[src/rtl/div_ctrl_pkg.sv]
// Shared widths, opcodes and state encoding for the EX-stage divider sequencer.
package div_ctrl_pkg;

  localparam int REG_W  = 32;
  localparam int DREG_W = 64;

  localparam logic [7:0] EXE_DIV_OP  = 8'b00011010;
  localparam logic [7:0] EXE_DIVU_OP = 8'b00011011;

  typedef enum logic [1:0] {
    DIV_CTRL_IDLE  = 2'b00,
    DIV_CTRL_BUSY  = 2'b01,
    DIV_CTRL_HOLD  = 2'b10,
    DIV_CTRL_ABORT = 2'b11
  } div_ctrl_state_t;

  function automatic logic is_div_op(input logic [7:0] op);
    return (op == EXE_DIV_OP) || (op == EXE_DIVU_OP);
  endfunction

endpackage

[src/rtl/div_ctrl_if.sv]
// Bundle between the EX pipeline, the divider and div_ctrl.
interface div_ctrl_if;
  import div_ctrl_pkg::*;

  logic [7:0]        aluop;
  logic [REG_W-1:0]  reg1;
  logic [REG_W-1:0]  reg2;
  logic              flush;
  logic              ex_stall;
  logic [DREG_W-1:0] div_result;
  logic              div_ready;

  logic [REG_W-1:0]  div_opdata1;
  logic [REG_W-1:0]  div_opdata2;
  logic              div_start;
  logic              div_annul;
  logic              signed_div;
  logic              stallreq;
  logic              whilo;
  logic [REG_W-1:0]  hi;
  logic [REG_W-1:0]  lo;

  // master: pipeline + divider side; slave: the sequencer
  modport master (
    output aluop, reg1, reg2, flush, ex_stall, div_result, div_ready,
    input  div_opdata1, div_opdata2, div_start, div_annul, signed_div,
           stallreq, whilo, hi, lo
  );

  modport slave (
    input  aluop, reg1, reg2, flush, ex_stall, div_result, div_ready,
    output div_opdata1, div_opdata2, div_start, div_annul, signed_div,
           stallreq, whilo, hi, lo
  );

endinterface

[src/rtl/div_ctrl.sv]
// EX-stage divider sequencer: issues DIV/DIVU, stalls EX until the result
// returns, then presents {remainder, quotient} as a one-shot HI/LO write.
module div_ctrl
  import div_ctrl_pkg::*;
(
  input logic       clk,
  input logic       rst,
  div_ctrl_if.slave bus
);

  div_ctrl_state_t  state_reg, state_next;
  logic             abort_cnt_reg, abort_cnt_next;
  logic [REG_W-1:0] opdata1_reg, opdata1_next;
  logic [REG_W-1:0] opdata2_reg, opdata2_next;
  logic             signed_reg, signed_next;
  logic             start_reg, start_next;
  logic [REG_W-1:0] hi_reg, hi_next;
  logic [REG_W-1:0] lo_reg, lo_next;
  logic             stallreq_next;
  logic             whilo_next;
  logic             is_div;

  assign is_div = is_div_op(bus.aluop);

  always_ff @(posedge clk) begin
    if (rst) begin
      state_reg     <= DIV_CTRL_IDLE;
      abort_cnt_reg <= 1'b0;
      opdata1_reg   <= '0;
      opdata2_reg   <= '0;
      signed_reg    <= 1'b0;
      start_reg     <= 1'b0;
      hi_reg        <= '0;
      lo_reg        <= '0;
    end else begin
      state_reg     <= state_next;
      abort_cnt_reg <= abort_cnt_next;
      opdata1_reg   <= opdata1_next;
      opdata2_reg   <= opdata2_next;
      signed_reg    <= signed_next;
      start_reg     <= start_next;
      hi_reg        <= hi_next;
      lo_reg        <= lo_next;
    end
  end

  always_comb begin
    state_next     = state_reg;
    abort_cnt_next = abort_cnt_reg;
    opdata1_next   = opdata1_reg;
    opdata2_next   = opdata2_reg;
    signed_next    = signed_reg;
    start_next     = start_reg;
    hi_next        = hi_reg;
    lo_next        = lo_reg;
    stallreq_next  = 1'b0;
    whilo_next     = 1'b0;

    case (state_reg)
      DIV_CTRL_IDLE: begin
        stallreq_next = is_div && !bus.flush;
        if (is_div && !bus.flush) begin
          opdata1_next = bus.reg1;
          opdata2_next = bus.reg2;
          signed_next  = (bus.aluop == EXE_DIV_OP);
          start_next   = 1'b1;
          state_next   = DIV_CTRL_BUSY;
        end
      end

      DIV_CTRL_BUSY: begin
        stallreq_next = 1'b1;
        // A flush beats a result arriving in the same cycle
        if (bus.flush) begin
          start_next     = 1'b0;
          abort_cnt_next = 1'b0;
          state_next     = DIV_CTRL_ABORT;
        end else if (bus.div_ready) begin
          hi_next    = bus.div_result[DREG_W-1:REG_W];
          lo_next    = bus.div_result[REG_W-1:0];
          start_next = 1'b0;
          state_next = DIV_CTRL_HOLD;
        end
      end

      DIV_CTRL_HOLD: begin
        whilo_next = !bus.flush;
        if (!bus.ex_stall || bus.flush) begin
          hi_next    = '0;
          lo_next    = '0;
          state_next = DIV_CTRL_IDLE;
        end
      end

      DIV_CTRL_ABORT: begin
        // Two start-low cycles let the divider fall back to its free state
        stallreq_next = is_div;
        if (abort_cnt_reg) begin
          abort_cnt_next = 1'b0;
          state_next     = DIV_CTRL_IDLE;
        end else begin
          abort_cnt_next = 1'b1;
        end
      end

      default: state_next = DIV_CTRL_IDLE;
    endcase
  end

  assign bus.div_opdata1 = opdata1_reg;
  assign bus.div_opdata2 = opdata2_reg;
  assign bus.signed_div  = signed_reg;
  assign bus.div_start   = start_reg;
  assign bus.div_annul   = bus.flush && (state_reg != DIV_CTRL_IDLE);
  assign bus.stallreq    = stallreq_next;
  assign bus.whilo       = whilo_next;
  assign bus.hi          = (state_reg == DIV_CTRL_HOLD) ? hi_reg : '0;
  assign bus.lo          = (state_reg == DIV_CTRL_HOLD) ? lo_reg : '0;

endmodule

[src/flat_wrapper.sv]
// flat-port wrapper written by rule: the top's interface ports become plain ports
module div_ctrl_flat import div_ctrl_pkg::*;
  (clk, rst, bus_aluop, bus_reg1, bus_reg2, bus_flush, bus_ex_stall, bus_div_result, bus_div_ready, bus_div_opdata1, bus_div_opdata2, bus_div_start, bus_div_annul, bus_signed_div, bus_stallreq, bus_whilo, bus_hi, bus_lo);
  div_ctrl_if bus_i ();
  input logic clk;
  input logic rst;
  input wire logic [$bits(bus_i.aluop)-1:0] bus_aluop;
  input wire logic [$bits(bus_i.reg1)-1:0] bus_reg1;
  input wire logic [$bits(bus_i.reg2)-1:0] bus_reg2;
  input wire logic [$bits(bus_i.flush)-1:0] bus_flush;
  input wire logic [$bits(bus_i.ex_stall)-1:0] bus_ex_stall;
  input wire logic [$bits(bus_i.div_result)-1:0] bus_div_result;
  input wire logic [$bits(bus_i.div_ready)-1:0] bus_div_ready;
  output wire logic [$bits(bus_i.div_opdata1)-1:0] bus_div_opdata1;
  output wire logic [$bits(bus_i.div_opdata2)-1:0] bus_div_opdata2;
  output wire logic [$bits(bus_i.div_start)-1:0] bus_div_start;
  output wire logic [$bits(bus_i.div_annul)-1:0] bus_div_annul;
  output wire logic [$bits(bus_i.signed_div)-1:0] bus_signed_div;
  output wire logic [$bits(bus_i.stallreq)-1:0] bus_stallreq;
  output wire logic [$bits(bus_i.whilo)-1:0] bus_whilo;
  output wire logic [$bits(bus_i.hi)-1:0] bus_hi;
  output wire logic [$bits(bus_i.lo)-1:0] bus_lo;
  assign bus_i.aluop = bus_aluop;
  assign bus_i.reg1 = bus_reg1;
  assign bus_i.reg2 = bus_reg2;
  assign bus_i.flush = bus_flush;
  assign bus_i.ex_stall = bus_ex_stall;
  assign bus_i.div_result = bus_div_result;
  assign bus_i.div_ready = bus_div_ready;
  assign bus_div_opdata1 = bus_i.div_opdata1;
  assign bus_div_opdata2 = bus_i.div_opdata2;
  assign bus_div_start = bus_i.div_start;
  assign bus_div_annul = bus_i.div_annul;
  assign bus_signed_div = bus_i.signed_div;
  assign bus_stallreq = bus_i.stallreq;
  assign bus_whilo = bus_i.whilo;
  assign bus_hi = bus_i.hi;
  assign bus_lo = bus_i.lo;
  div_ctrl u_core (.clk(clk), .rst(rst), .bus(bus_i));
endmodule
[config.mk]
export PLATFORM = sky130hd
export DESIGN_NAME = div_ctrl_flat
export DESIGN_NICKNAME = d
export VERILOG_FILES = /design/src/rtl/div_ctrl_pkg.sv /design/src/rtl/div_ctrl_if.sv /design/src/rtl/div_ctrl.sv /design/src/flat_wrapper.sv
export SDC_FILE = /design/constraint.sdc
export NUM_CORES = 1
export LEC_CHECK = 0
export CAP_MARGIN = 20
export CORE_UTILIZATION = 46
export DETAILED_ROUTE_END_ITERATION = 10
export GPL_ROUTABILITY_DRIVEN = 1
export HOLD_SLACK_MARGIN = 0.08
export PLACE_DENSITY = 0.89
export SETUP_SLACK_MARGIN = 0.2
export SLEW_MARGIN = 25
export SYNTH_ARGS = -nofsm -noshare
export SYNTH_HDL_FRONTEND = slang
export SYNTH_SLANG_ARGS = --single-unit
[constraint.sdc]
create_clock -name clk -period 2.9 [get_ports clk]
set_input_delay 0.58 -clock clk [delete_from_list [all_inputs] [get_ports clk]]
set_output_delay 0.58 -clock clk [all_outputs]
set_load 0.02 [all_outputs]
Word level (Yosys, flattened, before mapping)
Index checks and enable logic that the tools add are counted.
{"block": "totals", "ff_bits": 133, "inputBits": 141, "output_inout_bits": 133, "word_cells": 60}
{"block": "classes", "n_eq_ne": 12, "mux": 24, "reduce_logical": 16}
{"op": "2-to-1 mux 32 bit", "count": 7}
{"op": "one-hot mux 32 bit (2 select lines)", "count": 2}
{"op": "equality test 8 x 5 -> 1 bit (second input constant)", "count": 2}
{"op": "2-to-1 mux 2 bit", "count": 5}
{"op": "one-hot mux 2 bit (4 select lines)", "count": 1}
{"op": "AND reduction 4 bit", "count": 2}
{"op": "nonzero test 2 bit", "count": 4}
{"op": "2-to-1 mux 1 bit", "count": 6}
{"op": "!= test 2 x 1 -> 1 bit (second input constant)", "count": 3}
{"op": "!= test 2 bit (second input constant)", "count": 3}
{"op": "equality test 2 bit (second input constant)", "count": 2}
{"op": "one-hot mux 1 bit (2 select lines)", "count": 2}
{"op": "AND reduction 2 bit", "count": 2}
{"op": "!= test 3 bit (second input constant)", "count": 1}
{"op": "one-hot mux 1 bit (3 select lines)", "count": 1}
{"op": "AND reduction 3 bit", "count": 1}
{"op": "equality test 2 x 1 -> 1 bit (second input constant)", "count": 1}
{"op": "logical AND 1 bit", "count": 2}
{"op": "zero test 1 bit", "count": 2}
{"op": "zero test 2 bit", "count": 1}
{"op": "logical OR 1 bit", "count": 2}

Longest topological paths before layout
{"block": "logic_depth", "ltp_word": 5, "mapped_depth": 6}

Least setup slack after synthesis
OpenSTA, ideal clock, no wires.
{"block": "synth_timing", "kind": "in2out", "start": "in bus_flush", "end": "out bus_stallreq", "arrival_ns": 1.338, "slack_ns": 0.982, "path_stages": 4, "n_path_buf": 1, "path_cell_list": "nor2_2 -> clkbuf_1 -> o211ai_1 -> o21ai_0"}
{"block": "synth_between", "elab_chain_len": 3}
{"item": "start, declared", "line_no": "flat_wrapper.sv:10", "rtl": "input wire logic [$bits(bus_i.flush)-1:0] bus_flush;"}
{"item": "zero test 1 bit", "line_no": "div_ctrl.sv:61", "rtl": "stallreq_next = is_div && !bus.flush;"}
{"item": "logical AND 1 bit", "line_no": "div_ctrl.sv:61"}
{"item": "one-hot mux 1 bit (3 select lines)", "line_no": "div_ctrl.sv:59", "rtl": "case (state_reg)"}
{"item": "end, declared", "line_no": "flat_wrapper.sv:19", "rtl": "output wire logic [$bits(bus_i.stallreq)-1:0] bus_stallreq;"}
No other way between the ends.

Worst setup path in the final report
{"block": "layout_timing", "start": "in bus_aluop[7]", "end": "out bus_stallreq"}
{"block": "layout_between", "elab_chain_len": 4}
{"item": "start, declared", "line_no": "flat_wrapper.sv:7", "rtl": "input wire logic [$bits(bus_i.aluop)-1:0] bus_aluop;"}
{"item": "equality test 8 x 5 -> 1 bit", "line_no": "div_ctrl_pkg.sv:18", "rtl": "return (op == EXE_DIV_OP) || (op == EXE_DIVU_OP);"}
{"item": "logical OR 1 bit *", "line_no": "div_ctrl_pkg.sv:18"}
{"item": "logical AND 1 bit", "line_no": "div_ctrl.sv:61"}
{"item": "one-hot mux 1 bit (3 select lines) *", "line_no": "div_ctrl.sv:59"}
Mark *: on every way between the ends. The rest lies on a longest branch, timed or not.

==> results.json <==
{
  "max_cap_viol_count": 0,
  "dp_slack_ps": -132,
  "final.setup.worst_slack_ps": 256,
  "grt_max_degree": 96,
  "crit_required_ps": 2320,
  "synthTopCellsByArea": "dfxtp_1, nand2b_1, mux2i_1",
  "skew_ps": 7.37,
  "rrSetupSlack_ps": 830,
  "max_clock_freq_mhz": 378,
  "portBuffers": 273,
  "synth.largest_area_cell": "dfxtp_1",
  "synth_cell_types": 27,
  "ys_seq_area_frac": 0.425,
  "initial_utilization": 0.473,
  "grt_pass1_wl_microns": 30600,
  "ant_nets": 0,
  "firstDrtPassIters": 5,
  "area_growth_pct": 53.9,
  "yosysTopAreaCellShare": 0.425,
  "min_period_over_period": 0.912,
  "dpl.cell_count": 1076,
  "antenna_found_initial": 0,
  "synth-edff-count": 0,
  "post_synth.cell_area_avg_sq_um": 9.01,
  "power_frac_clock": 0.482,
  "power_frac_seq": 0.433,
  "status": "finished clean",
  "power_mw": 4.23,
  "tightestPinTransition_ps": 698,
  "wl_per_cell_microns": 17.8,
  "post-dp-hpwl_microns": 12300,
  "crit_path_end_kind": "primary output",
  "drive_gt1_frac": 0.0590,
  "p_leak_nw": 3.93,
  "rsz0062_at_grt": "false",
  "rows": 42,
  "die_area_sq_um": 14100,
  "nets": 1060,
  "finalSetupViolCount": 0,
  "grt-ovfl-total": 0,
  "grt_usage": 0.274,
  "grt_pass1_vias": 5825,
  "syn_area_sq_um": 6260,
  "cts_inserted_buffers": 17,
  "cts.sinks": 133,
  "h-tree-depth": 4,
  "ios": 274,
  "final.min_clock_period_ps": 2640,
  "sw_frac_of_total": 0.213,
  "core_area_sq_um": 13200,
  "synth-warning-count": 0,
  "synthCells": 695,
  "vias": 6242,
  "drtIter0Drc": 605,
  "ys_async_sr_fraction": 0,
  "clk_pin_slew_ps": 50,
  "p_switching_uw": 903,
  "routed_wl_microns": 19800,
  "vdd_drop_max_v": 0.000345,
  "place.gp.congestion": 0.750,
  "hold_viol_final": 0,
  "final_max_slew_viol_count": 0,
  "viasPerCell": 5.63,
  "max-clock-path-buffers": 2,
  "synthFlopType": "dfxtp_1",
  "p_int_mw": 3.33,
  "die_height_microns": 119,
  "die_w_microns": 119,
  "ys_ff_latch": 133,
  "crit_type": "input pin to primary output",
  "crit_fanout": 2,
  "insertion_delay_ps": 410,
  "stdcell_count": 1108,
  "power_density_nw_per_um2": 439,
  "utilization": 0.728,
  "antennaDiodeCount": 0,
  "cts_root_buf": "clkbuf_16",
  "combPwrFrac": 0.085,
  "drc": 0,
  "start_kind": "input pin",
  "postCtsHoldBufs": 0,
  "synth_nets": 836,
  "arrival_ps": 2060,
  "slew_headroom": 0.534,
  "hold_class": "flop to flop",
  "tritoncts": "yes"
}
[metal layers]
| metal | GRT usage | wire length, microns |
|---|---|---|
| met5 | 0 | 0 |
| met4 | 0.134 | 711 |
| met3 | 0.0656 | 1310 |
| met2 | 0.445 | 9730 |
| met1 | 0.338 | 8010 |
[repair_timing]
| action | 4_1_cts | 5_1_grt |
|---|---|---|
| gates resized for setup | 2 | 3 |
| setup endpoints to repair | 1 | 44 |
| buffers inserted | 0 | 0 |
[layout by cell type (no fill, tap or decap), types with 2 or more instances in the layout]
cell type / instances
o21ai_0: 4
clkbuf_1: 6
a21oi_1: 67
dfxtp_1: 131
nand4_1: 65
and3_1: 64
nand2b_1: 128
clkdlybuf4s50_1: 269
clkbuf_16: 17
o21a_1: 2
nor2_1: 2
mux2i_1: 64
buf_12: 5
o211ai_1: 65
buf_4: 14
clkbuf_8: 8
[power groups by stage]
stage               Sequential (mW)  Clock [mW]  Combinational [mW]
detailed placement             1.87           0               0.354
global route                   1.83        2.15               0.382
finish                         1.83        2.04               0.361
floorplan                      1.87           0               0.123
CTS                            1.83        2.06               0.358
global placement               1.87           0               0.351
[kinds of logic (layout without fill, tap and decap cells)]
logic type,after synthesis,after routing,synth area share
buf+inv,89,326,0.0615
mux,65,65,0.104
compound gates,140,140,0.140
flops,133,133,0.425
simple gates,268,268,0.269
[per-stage QoR]
| stage | setup TNS (ps) | area (sq um) | hold slack, ps |
|---|---|---|---|
| global placement | -137 | 9060 | 458 |
| detailed placement | -132 | 9060 | 466 |
| finish | 0 | 9640 | 471 |
| floorplan | 0 | 6260 | 461 |
| CTS | 0 | 9630 | 475 |
| global route | 0 | 9640 | 490 |
[final timing paths]
check,start,end,depth (start not counted)
worst max-delay path,bus_aluop[7],bus_stallreq,6
worst min-delay path,u_core.bus.div_opdata1[21]$_SDFFE_PP0P_,u_core.bus.div_opdata1[21]$_SDFFE_PP0P_,2
worst max register to register,u_core.state_reg[0]$_SDFFE_PP0P_,u_core.lo_reg[12]$_SDFFE_PP0P_,5
worst min register to register,u_core.bus.div_opdata1[21]$_SDFFE_PP0P_,u_core.bus.div_opdata1[21]$_SDFFE_PP0P_,2
[cell type report]
type                       count  area, sq um
clock inverter                 1         7.51
multi-input combinational    473         3240
fill                         977         3600
inverter                       2         7.51
tap                          176          220
sequential                   133         2670
clock buffer                  31          558
timing repair buffer         292         2940
[synth_stat cells, types with 2 or more instances]
library cell / n
mux2i_1: 64
and3_1: 64
clkbuf_1: 58
buf_1: 5
o21a_1: 2
nand2b_1: 129
dfxtp_1: 133
nor2b_1: 2
nor2_1: 2
a21oi_1: 67
o211ai_1: 65
o21ai_0: 4
nand4_1: 65
buf_6: 3
buf_2: 20
[critical path: stages]
cell,delay [ps]
clkdlybuf4s50_1,460
nor4b_4,340
buf_4,170
o211ai_1,70
o21ai_0,80
dlygate4sd2_1,370
(Power assumes the default switching activity.)
